File: src/rtl/store_buffer.sv
// Store buffer between EX/MEM and a single-port data memory: queues stores in
// program order, drains them when the port is free and forwards data to loads.
module store_buffer #(
   parameter int DEPTH  = 4,
   parameter int ADDR_W = 32,
   parameter int DATA_W = 32
) (
   input  logic                      clk,
   input  logic                      rst,
   input  logic                      st_valid,
   input  logic [ADDR_W-1:0]         st_addr,
   input  logic [DATA_W-1:0]         st_data,
   input  logic                      ld_valid,
   input  logic [ADDR_W-1:0]         ld_addr,
   output logic                      ld_fwd,
   output logic [DATA_W-1:0]         ld_fwd_data,
   output logic                      stall,
   output logic [ADDR_W-1:0]         mem_addr,
   output logic [DATA_W-1:0]         mem_write_data,
   output logic                      mem_write,
   output logic                      mem_read,
   output logic [$clog2(DEPTH):0]    count,
   output logic                      empty,
   output logic                      full
);

   localparam int PTR_W = $clog2(DEPTH);
   localparam int CNT_W = PTR_W + 1;
   localparam logic [PTR_W-1:0] PTR_ONE   = PTR_W'(1);
   localparam logic [CNT_W-1:0] CNT_ONE   = CNT_W'(1);
   localparam logic [CNT_W-1:0] CNT_DEPTH = CNT_W'(DEPTH);

   logic [ADDR_W-1:0] addr_mem_r [DEPTH];
   logic [DATA_W-1:0] data_mem_r [DEPTH];
   logic [DEPTH-1:0]  valid_r;
   logic [PTR_W-1:0]  head_r;
   logic [PTR_W-1:0]  tail_r;
   logic [CNT_W-1:0]  count_r;

   logic              empty_s;
   logic              full_s;
   logic              hit_s;
   logic [DATA_W-1:0] hit_data_s;
   logic [PTR_W-1:0]  scan_idx_s;
   logic              fwd_s;
   logic              load_miss_s;
   logic              drain_s;
   logic              push_s;
   logic              serve_read_s;
   logic              stall_s;

   assign empty_s = (count_r == {CNT_W{1'b0}});
   assign full_s  = (count_r == CNT_DEPTH);

   // Youngest-match search: scan oldest to youngest so the last hit wins.
   always_comb begin
      hit_s      = 1'b0;
      hit_data_s = {DATA_W{1'b0}};
      scan_idx_s = {PTR_W{1'b0}};
      for (int k = 0; k < DEPTH; k++) begin
         scan_idx_s = head_r + PTR_W'(k);
         if (valid_r[scan_idx_s] && (addr_mem_r[scan_idx_s] == ld_addr)) begin
            hit_s      = 1'b1;
            hit_data_s = data_mem_r[scan_idx_s];
         end else begin
            hit_s      = hit_s;
            hit_data_s = hit_data_s;
         end
      end
   end

   // Port arbitration: a full buffer always drains; a colliding load is replayed.
   assign fwd_s        = ld_valid & hit_s;
   assign load_miss_s  = ld_valid & ~fwd_s;
   assign drain_s      = ~empty_s & (full_s | ~load_miss_s);
   assign push_s       = st_valid & (~full_s | drain_s);
   assign serve_read_s = load_miss_s & ~drain_s & ~st_valid;
   assign stall_s      = ld_valid & (st_valid | (load_miss_s & full_s));

   // Output drive, forced quiet while reset is held.
   always_comb begin
      ld_fwd         = 1'b0;
      ld_fwd_data    = {DATA_W{1'b0}};
      stall          = 1'b0;
      mem_addr       = {ADDR_W{1'b0}};
      mem_write_data = {DATA_W{1'b0}};
      mem_write      = 1'b0;
      mem_read       = 1'b0;
      count          = {CNT_W{1'b0}};
      empty          = 1'b1;
      full           = 1'b0;
      if (rst) begin
         empty = 1'b1;
      end else begin
         count  = count_r;
         empty  = empty_s;
         full   = full_s;
         stall  = stall_s;
         ld_fwd = fwd_s;
         if (fwd_s) begin
            ld_fwd_data = hit_data_s;
         end else begin
            ld_fwd_data = {DATA_W{1'b0}};
         end
         if (drain_s) begin
            mem_write      = 1'b1;
            mem_addr       = addr_mem_r[head_r];
            mem_write_data = data_mem_r[head_r];
         end else if (serve_read_s) begin
            mem_read = 1'b1;
            mem_addr = ld_addr;
         end else begin
            mem_write = 1'b0;
            mem_read  = 1'b0;
         end
      end
   end

   // Pointer, occupancy and valid-bit state; on a full push+pop the push
   // targets the slot being popped, so its valid set must follow the clear.
   always_ff @(posedge clk) begin
      if (rst) begin
         head_r  <= {PTR_W{1'b0}};
         tail_r  <= {PTR_W{1'b0}};
         count_r <= {CNT_W{1'b0}};
         valid_r <= {DEPTH{1'b0}};
      end else begin
         if (drain_s) begin
            valid_r[head_r] <= 1'b0;
            head_r          <= head_r + PTR_ONE;
         end
         if (push_s) begin
            valid_r[tail_r] <= 1'b1;
            tail_r          <= tail_r + PTR_ONE;
         end
         case ({push_s, drain_s})
            2'b10:   count_r <= count_r + CNT_ONE;
            2'b01:   count_r <= count_r - CNT_ONE;
            default: count_r <= count_r;
         endcase
      end
   end

   // Entry payload storage; validity is tracked separately so no reset needed.
   always_ff @(posedge clk) begin
      if (push_s && !rst) begin
         addr_mem_r[tail_r] <= st_addr;
         data_mem_r[tail_r] <= st_data;
      end
   end

endmodule

File: config.mk
export PLATFORM = sky130hd
export DESIGN_NAME = store_buffer
export DESIGN_NICKNAME = d
export VERILOG_FILES = /design/src/rtl/store_buffer.sv
export SDC_FILE = /design/constraint.sdc
export NUM_CORES = 1
export LEC_CHECK = 0
export ABC_AREA = 1
export BUFFER_PORTS_ARGS = -buffer_cell sky130_fd_sc_hd__buf_2
export CELL_PAD_IN_SITES_DETAIL_PLACEMENT = 0
export CELL_PAD_IN_SITES_GLOBAL_PLACEMENT = 2
export CORE_MARGIN = 2
export CORE_UTILIZATION = 34
export CTS_CLUSTER_SIZE = 20
export DETAILED_ROUTE_END_ITERATION = 7
export GPL_TIMING_DRIVEN = 0
export PLACE_DENSITY_LB_ADDON = 0.1
export SLEW_MARGIN = 20
export SYNTH_ARGS = -nofsm -noshare
export SYNTH_HDL_FRONTEND = slang
export SYNTH_SLANG_ARGS = --single-unit
File: constraint.sdc
create_clock -name clk -period 5.35 [get_ports clk]
set_input_delay 0.8025 -clock clk [delete_from_list [all_inputs] [get_ports clk]]
set_output_delay 0.8025 -clock clk [all_outputs]
set_load 0.01 [all_outputs]
[Yosys cells after proc, flatten, opt, wreduce, memory -nomap -nowiden]
Memory sizes are Yosys's and may differ from the RTL's. A register that Yosys moved wholly into a read port is not among the register bits.
Index checks and enable logic that the tools add are counted.
Storage, ports and cells
  logic and storage cells: 103
  output and inout port bits: 105
  memories kept: 2
  bits of input ports: 100
  flip-flop bits (word level): 11
  RAM bits: 256
Memory list
  addr_mem_r: depth 4, bits a word 32, read ports 4, clocked after memory_dff 1, wr ports 1, line 33  | logic [ADDR_W-1:0] addr_mem_r [DEPTH];
  data_mem_r: depth 4, bits a word 32, read ports 4, clocked after memory_dff 1, wr ports 1, line 34  | logic [DATA_W-1:0] data_mem_r [DEPTH];
Cells by class
  mux-type cells: 47
  bitwise operators: 20
  reductions and logical operators: 10
  equality and inequality tests: 7
  magnitude comparators: 7
  $add $sub $neg: 6
Operators with widths (count)
  32-bit two-way mux: 11
  32-bit equality test: 4
  1-bit two-way mux: 21
  2-bit by 3-bit less-than comparator with 1-bit output (second input constant): 5
  4-bit two-way mux: 3
  1-bit AND: 8
  1-bit binary-select mux with 2-bit select: 4
  2-bit two-way mux: 4
  1-bit logical AND: 7
  1-bit inverter: 6
  3-bit one-hot mux with 2 select lines: 1
  2-bit by 1-bit adder with 2-bit output (second input constant): 2
  2-bit adder (second input constant): 2
  4-bit AND: 1
  1-bit demux with 2-bit select: 2
  2-bit by 1-bit greater-or-equal comparator with 1-bit output (second input constant): 2
  4-bit inverter: 1
  4-bit OR: 1
  3-bit by 1-bit adder with 3-bit output (second input constant): 1
  3-bit equality test (second input constant): 1
  3-bit logical NOT: 1
  3-bit two-way mux: 1
  1-bit OR: 3
  3-bit by 1-bit subtractor with 3-bit output (second input constant): 1
  other kinds (4): 4

[Longest topological paths before layout]
  depth after elaboration: 19
  gate-level depth with buffers: 33
  gate-level depth less buffers: 23

[Least setup slack after synthesis]
Ideal clock, no wire load.
  kind: reg2reg
  start: register head_r[0]
  end: register count_r[2]
  period minus slack after synthesis: 4.838 ns
  arrival: 4.716 ns
  required time: 5.228 ns
  library setup time: 0.122 ns
  stages on the path, launching flop included: 33
  setup slack: 0.512 ns
  path buffers: 10
  cells stage by stage: dfxtp_1 buf_6 inv_2 buf_6 buf_6 buf_6 clkbuf_1 clkbuf_1 buf_1 ha_1 clkbuf_2 inv_2 clkbuf_1 nand3_1 nand3_1 nand2_1 nor2_1 nand2_1 nor2_1 nand3_1 nor2_2 nor2_2 nand3_2 nand2_2 nand2_4 buf_4 ha_1 inv_1 fa_1 a21oi_1 o21ai_0 o21ai_0 a21oi_1
Between the ends
  elaborated cells on any way between the ends: 35
  those cells by class: add/sub (3); eq/ne (5); mux (13); bitwise (8); reduce/logical (5); memory (1)
RTL lines
  start, declared: line 36  | logic [PTR_W-1:0] head_r;
  start signal, assigned: line 123  | head_r <= {PTR_W{1'b0}};
  start signal, assigned: line 130  | head_r <= head_r + PTR_ONE;
  2-bit adder (*): line 61  | scan_idx_s = head_r + PTR_W'(k);
  net scan_idx_s[0]: line 44  | logic [PTR_W-1:0] scan_idx_s;
  memory read 4 x 32 bit / 1-bit binary-select mux with 2-bit select (equally long branches)
  32-bit equality test / 1-bit two-way mux (equally long branches): line 62  | if (valid_r[scan_idx_s] && (addr_mem_r[scan_idx_s] == ld_addr)) begin
  1-bit logical AND (*): line 62
  1-bit two-way mux (*): line 62
  1-bit AND (*): line 73  | assign fwd_s = ld_valid & hit_s;
  1-bit inverter (*): line 74  | assign load_miss_s = ld_valid & ~fwd_s;
  1-bit AND (*): line 74
  1-bit inverter (*): line 75  | assign drain_s = ~empty_s & (full_s | ~load_miss_s);
  1-bit OR (*): line 75
  1-bit AND (*): line 75
  net drain_s: line 47  | logic drain_s;
  1-bit OR: line 76  | assign push_s = st_valid & (~full_s | drain_s);
  1-bit AND: line 76
  2-bit by 1-bit equality test with 1-bit output / 2-bit equality test (equally long branches): line 136  | case ({push_s, drain_s})
  3-bit one-hot mux with 2 select lines / 2-bit nonzero test (equally long branches)
  end signal, assigned: line 137  | 2'b10: count_r <= count_r + CNT_ONE;
  end signal, assigned: line 138  | 2'b01: count_r <= count_r - CNT_ONE;
  end signal, assigned: line 139  | default: count_r <= count_r;
  end, declared: line 38  | logic [CNT_W-1:0] count_r;
The timed path passes the listed nets; every way through them passes the cells marked *. The select of a mux whose other input is x is not followed.
A chain may end at the register's enable or synchronous reset.

[Final worst setup path]
  start: register head_r[1]
  end: output ld_fwd_data[15]
Between the ends
  longest elaborated chain between the ends: 10
  elaborated cells on any way between the ends: 31
  those cells by class: add/sub (3); eq/ne (3); mux (18); bitwise (1); reduce/logical (4); memory (2)
RTL lines
  2-bit by 1-bit adder with 2-bit output / 1-bit binary-select mux with 2-bit select (equally long branches): line 61, 62
  memory read 4 x 32 bit (tied with other cells)
  32-bit equality test (tied with other cells): line 62
  1-bit logical AND / 1-bit two-way mux (equally long branches): line 62
  1-bit two-way mux (3 in series): line 62
  1-bit AND: line 73
  32-bit two-way mux (*): line 100  | if (fwd_s) begin
  32-bit two-way mux (*): line 92  | if (rst) begin
  end, declared: line 16  | output logic [DATA_W-1:0] ld_fwd_data,
Mark *: on every way between the ends. The rest lies on a longest branch, timed or not. The select of a mux whose other input is x is not followed.

==> results.json <==
{
  "r2r_start": "head_r[1]",
  "post-route-util_pct": 42.2,
  "cts_root_buf": "clkbuf_16",
  "path_class": "register to output port",
  "diodes": 0,
  "tightest_slew_ns": 0.933,
  "yosysTopAreaCell": "edfxtp_1",
  "design_area_sq_mm": 0.0233,
  "r2r_end": "count_r[2]",
  "post-route-period-util_pct": 99.5,
  "layout_common_cells": "1,022 x nand2_1, 327 x nand3_1, 256 x edfxtp_1",
  "die_w_um": 240,
  "relSlewSlack_pct": 37.8,
  "die_y_um": 240,
  "hp-start": "st_data[21]",
  "final_hold_viol_count": 0,
  "grt_pass1_vias": 19500,
  "status": "completed",
  "cts-buffers-inserted": 36,
  "r2r_cells": 32,
  "postSynthCellCount": 2651,
  "endpoint_kind": "output port",
  "clkSinkCount": 269,
  "row_count": 86,
  "antenna_found_initial": 4,
  "cts_hold_buf": 0,
  "min_path_cells": 1,
  "fin_crit_ns": 5.33,
  "max-clock-path-buffers": 3,
  "detail-route-antenna-nets": 0,
  "htreeDepth": 2,
  "grt_pass1_wl_um": 136000,
  "gp_congestion": 0.994,
  "grt_start_max_net_pins": 55,
  "final_common_cell": "nand2_1",
  "initial_core_util_pct": 34.4,
  "nets": 3023,
  "fin_skew_ns": 0.0274,
  "via_per_inst": 5.63,
  "ys_async_sr_fraction_pct": 0,
  "slew_violations": 0,
  "rrSetupSlack_ns": 0.72,
  "drt_iter0_drc": 2206,
  "synth_cell_types": 35,
  "hp-class": "input port to register",
  "dr.pass1.iters": 6,
  "max-vdd-ir-drop_mv": 0.277,
  "clk_pin_slew_ns": 0.06,
  "ys_warn_count": 0,
  "pre_cts_slack_ns": -2.43,
  "worstSetupStartpointType": "register",
  "clock_latency_ns": 0.58,
  "grtUsageTotal_pct": 33.2,
  "yosys_most_used_dff": "edfxtp_1",
  "crit_arrival_ns": 4.52,
  "cap_violations": 0,
  "synthesis.area_sq_mm": 0.0190,
  "critical_path_required_ns": 4.55,
  "synth_top_cell_area_share_pct": 40.5,
  "grt_overflow_total": 0,
  "cts_tree": "yes",
  "timing.setup.tns_ns": 0,
  "die_area_sq_mm": 0.0577,
  "syn_avg_cell_area_sq_um": 7.15,
  "setup_viol": 0,
  "leakage_nw": 9.95,
  "synthTopCellsByArea": "edfxtp_1 41%, nand2_1 20%, nand3_1 8.9%",
  "post_dp_cell_area_sq_mm": 0.0210,
  "power.density_mw_per_mm2": 571,
  "syn_nets": 2761,
  "ios": 205,
  "ys_seq_area_share_pct": 41.9,
  "whs_endpoint": "data_mem_r[1][21]",
  "max_freq_mhz": 188,
  "synth-seq-cells": 269,
  "layout_setup_ws_ns": 0.0249,
  "via_count": 20800,
  "drive_above_1_share_pct": 15.9,
  "synth_edf_count": 256,
  "syn2layout_area_growth_pct": 22.6,
  "io_buffers": 196,
  "finalWirelength_um": 97400,
  "dp_hpwl_um": 68900,
  "rsz0062_at_grt": "no",
  "path_max_fanout": 10,
  "wl_per_cell_um": 26.4,
  "drc": 0,
  "fp.coreArea_sq_mm": 0.0551
}
[routing by layer]
layer	GRT usage, %	vias to the layer above	wire, um
li1	-	9534	-
met1	40.4	9845	38400
met2	56.6	1099	46400
met3	4.31	266	6550
met4	18.9	8	5950
met5	0	-	47
[Yosys cell counts, types with 3 or more instances]
library cell,instances
nand2_1,1029
nand3_1,336
edfxtp_1,256
o21ai_0,228
nor2_1,150
a21oi_1,137
inv_1,91
clkbuf_1,76
buf_2,66
o211ai_1,42
a32o_1,32
mux2i_1,32
o21ai_1,32
nand3b_1,28
xor2_1,28
buf_1,23
dfxtp_1,13
buf_6,11
ha_1,9
buf_4,6
clkinv_1,3
nand4_1,3
nor2_2,3
or2_1,3
[worst max-delay path, stage by stage, from the launching register on]
cell and delay [ns]:
dfxtp_2 0.34, buf_8 0.13, buf_4 0.22, buf_1 0.60
nand3_1 0.21, nand3b_1 0.13, nand2_1 0.06, nor2_1 0.17
nand2_1 0.11, nor2_1 0.28, nand3_1 0.23, nor2_2 0.27
clkbuf_4 0.30, buf_2 0.28, a21oi_1 0.07, o21ai_0 0.08
nand2_1 0.06, a21oi_1 0.23, buf_2 0.18
[sequential cells by signal, summed over array words and instances (netlist names), named ones only]
signal	flops
data_mem_r	128
count_r	3
addr_mem_r	128
tail_r	2
head_r	2
valid_r	4
[final cells by class]
type	count	area [sq um]
clock buffer	42	966
sequential	269	7950
fill	5722	31800
multi-input combinational	2103	10100
inverter	96	402
tap	748	936
clock inverter	24	186
timing repair buffer	228	1400
buffer	179	1290
[kinds of logic (layout without fill, tap and decap cells)]
group | after synthesis | in the layout | share of synthesized area [%]
AO/OA/AOI/OAI | 473 | 473 | 13.9
XOR/XNOR | 28 | 28 | 1.29
adder cells (fa/ha/maj) | 10 | 10 | 0.699
buffers and inverters | 279 | 569 | 6.52
flip-flops | 269 | 269 | 41.9
multiplexers | 32 | 32 | 1.69
AND/OR/NAND/NOR | 1560 | 1560 | 34.0
[worst max-delay path by stage]
stage / start / to / slack [ns] / cells past startpoint
floorplan: head_r[0] / count_r[2] / 0.51 / 32
global placement: head_r[0] / ld_fwd_data[27] / -2.40 / 26
detailed placement: head_r[0] / ld_fwd_data[2] / -2.43 / 25
CTS: head_r[0] / mem_addr[21] / 0.008 / 28
global route: head_r[1] / ld_fwd_data[3] / 0.009 / 18
finish: head_r[1] / ld_fwd_data[15] / 0.02 / 18
[where the power goes]
part	total, mW	leakage (nW)	internal, mW	switching, mW
sequential	2.46	2.43	2.39	0.0675
combinational	8.46	6.96	2.56	5.90
clock	2.36	0.556	1.36	1.01
total	13.3	9.95	6.31	6.97
[through the flow]
step | hold slack (ns) | instances | total power, mW
final | 0.434 | 3689 | 13.3
after global routing | 0.429 | 3689 | 13.9
after CTS | 0.404 | 3687 | 13.1
after detailed placement | 0.517 | 3599 | 9.94
after global placement | 0.511 | 3595 | 9.90
after floorplan | 0.481 | 2651 | 6.87
[repair_timing]
action                                  in CTS  in global routing
cloned                                       2                  0
resized for setup                          192                 37
endpoints found under the setup margin     111                 93
setup buffers                               23                  3
pin swaps                                   18                  7
endpoints found under the hold margin        0                  0
Power figures use the tool's default switching activity.
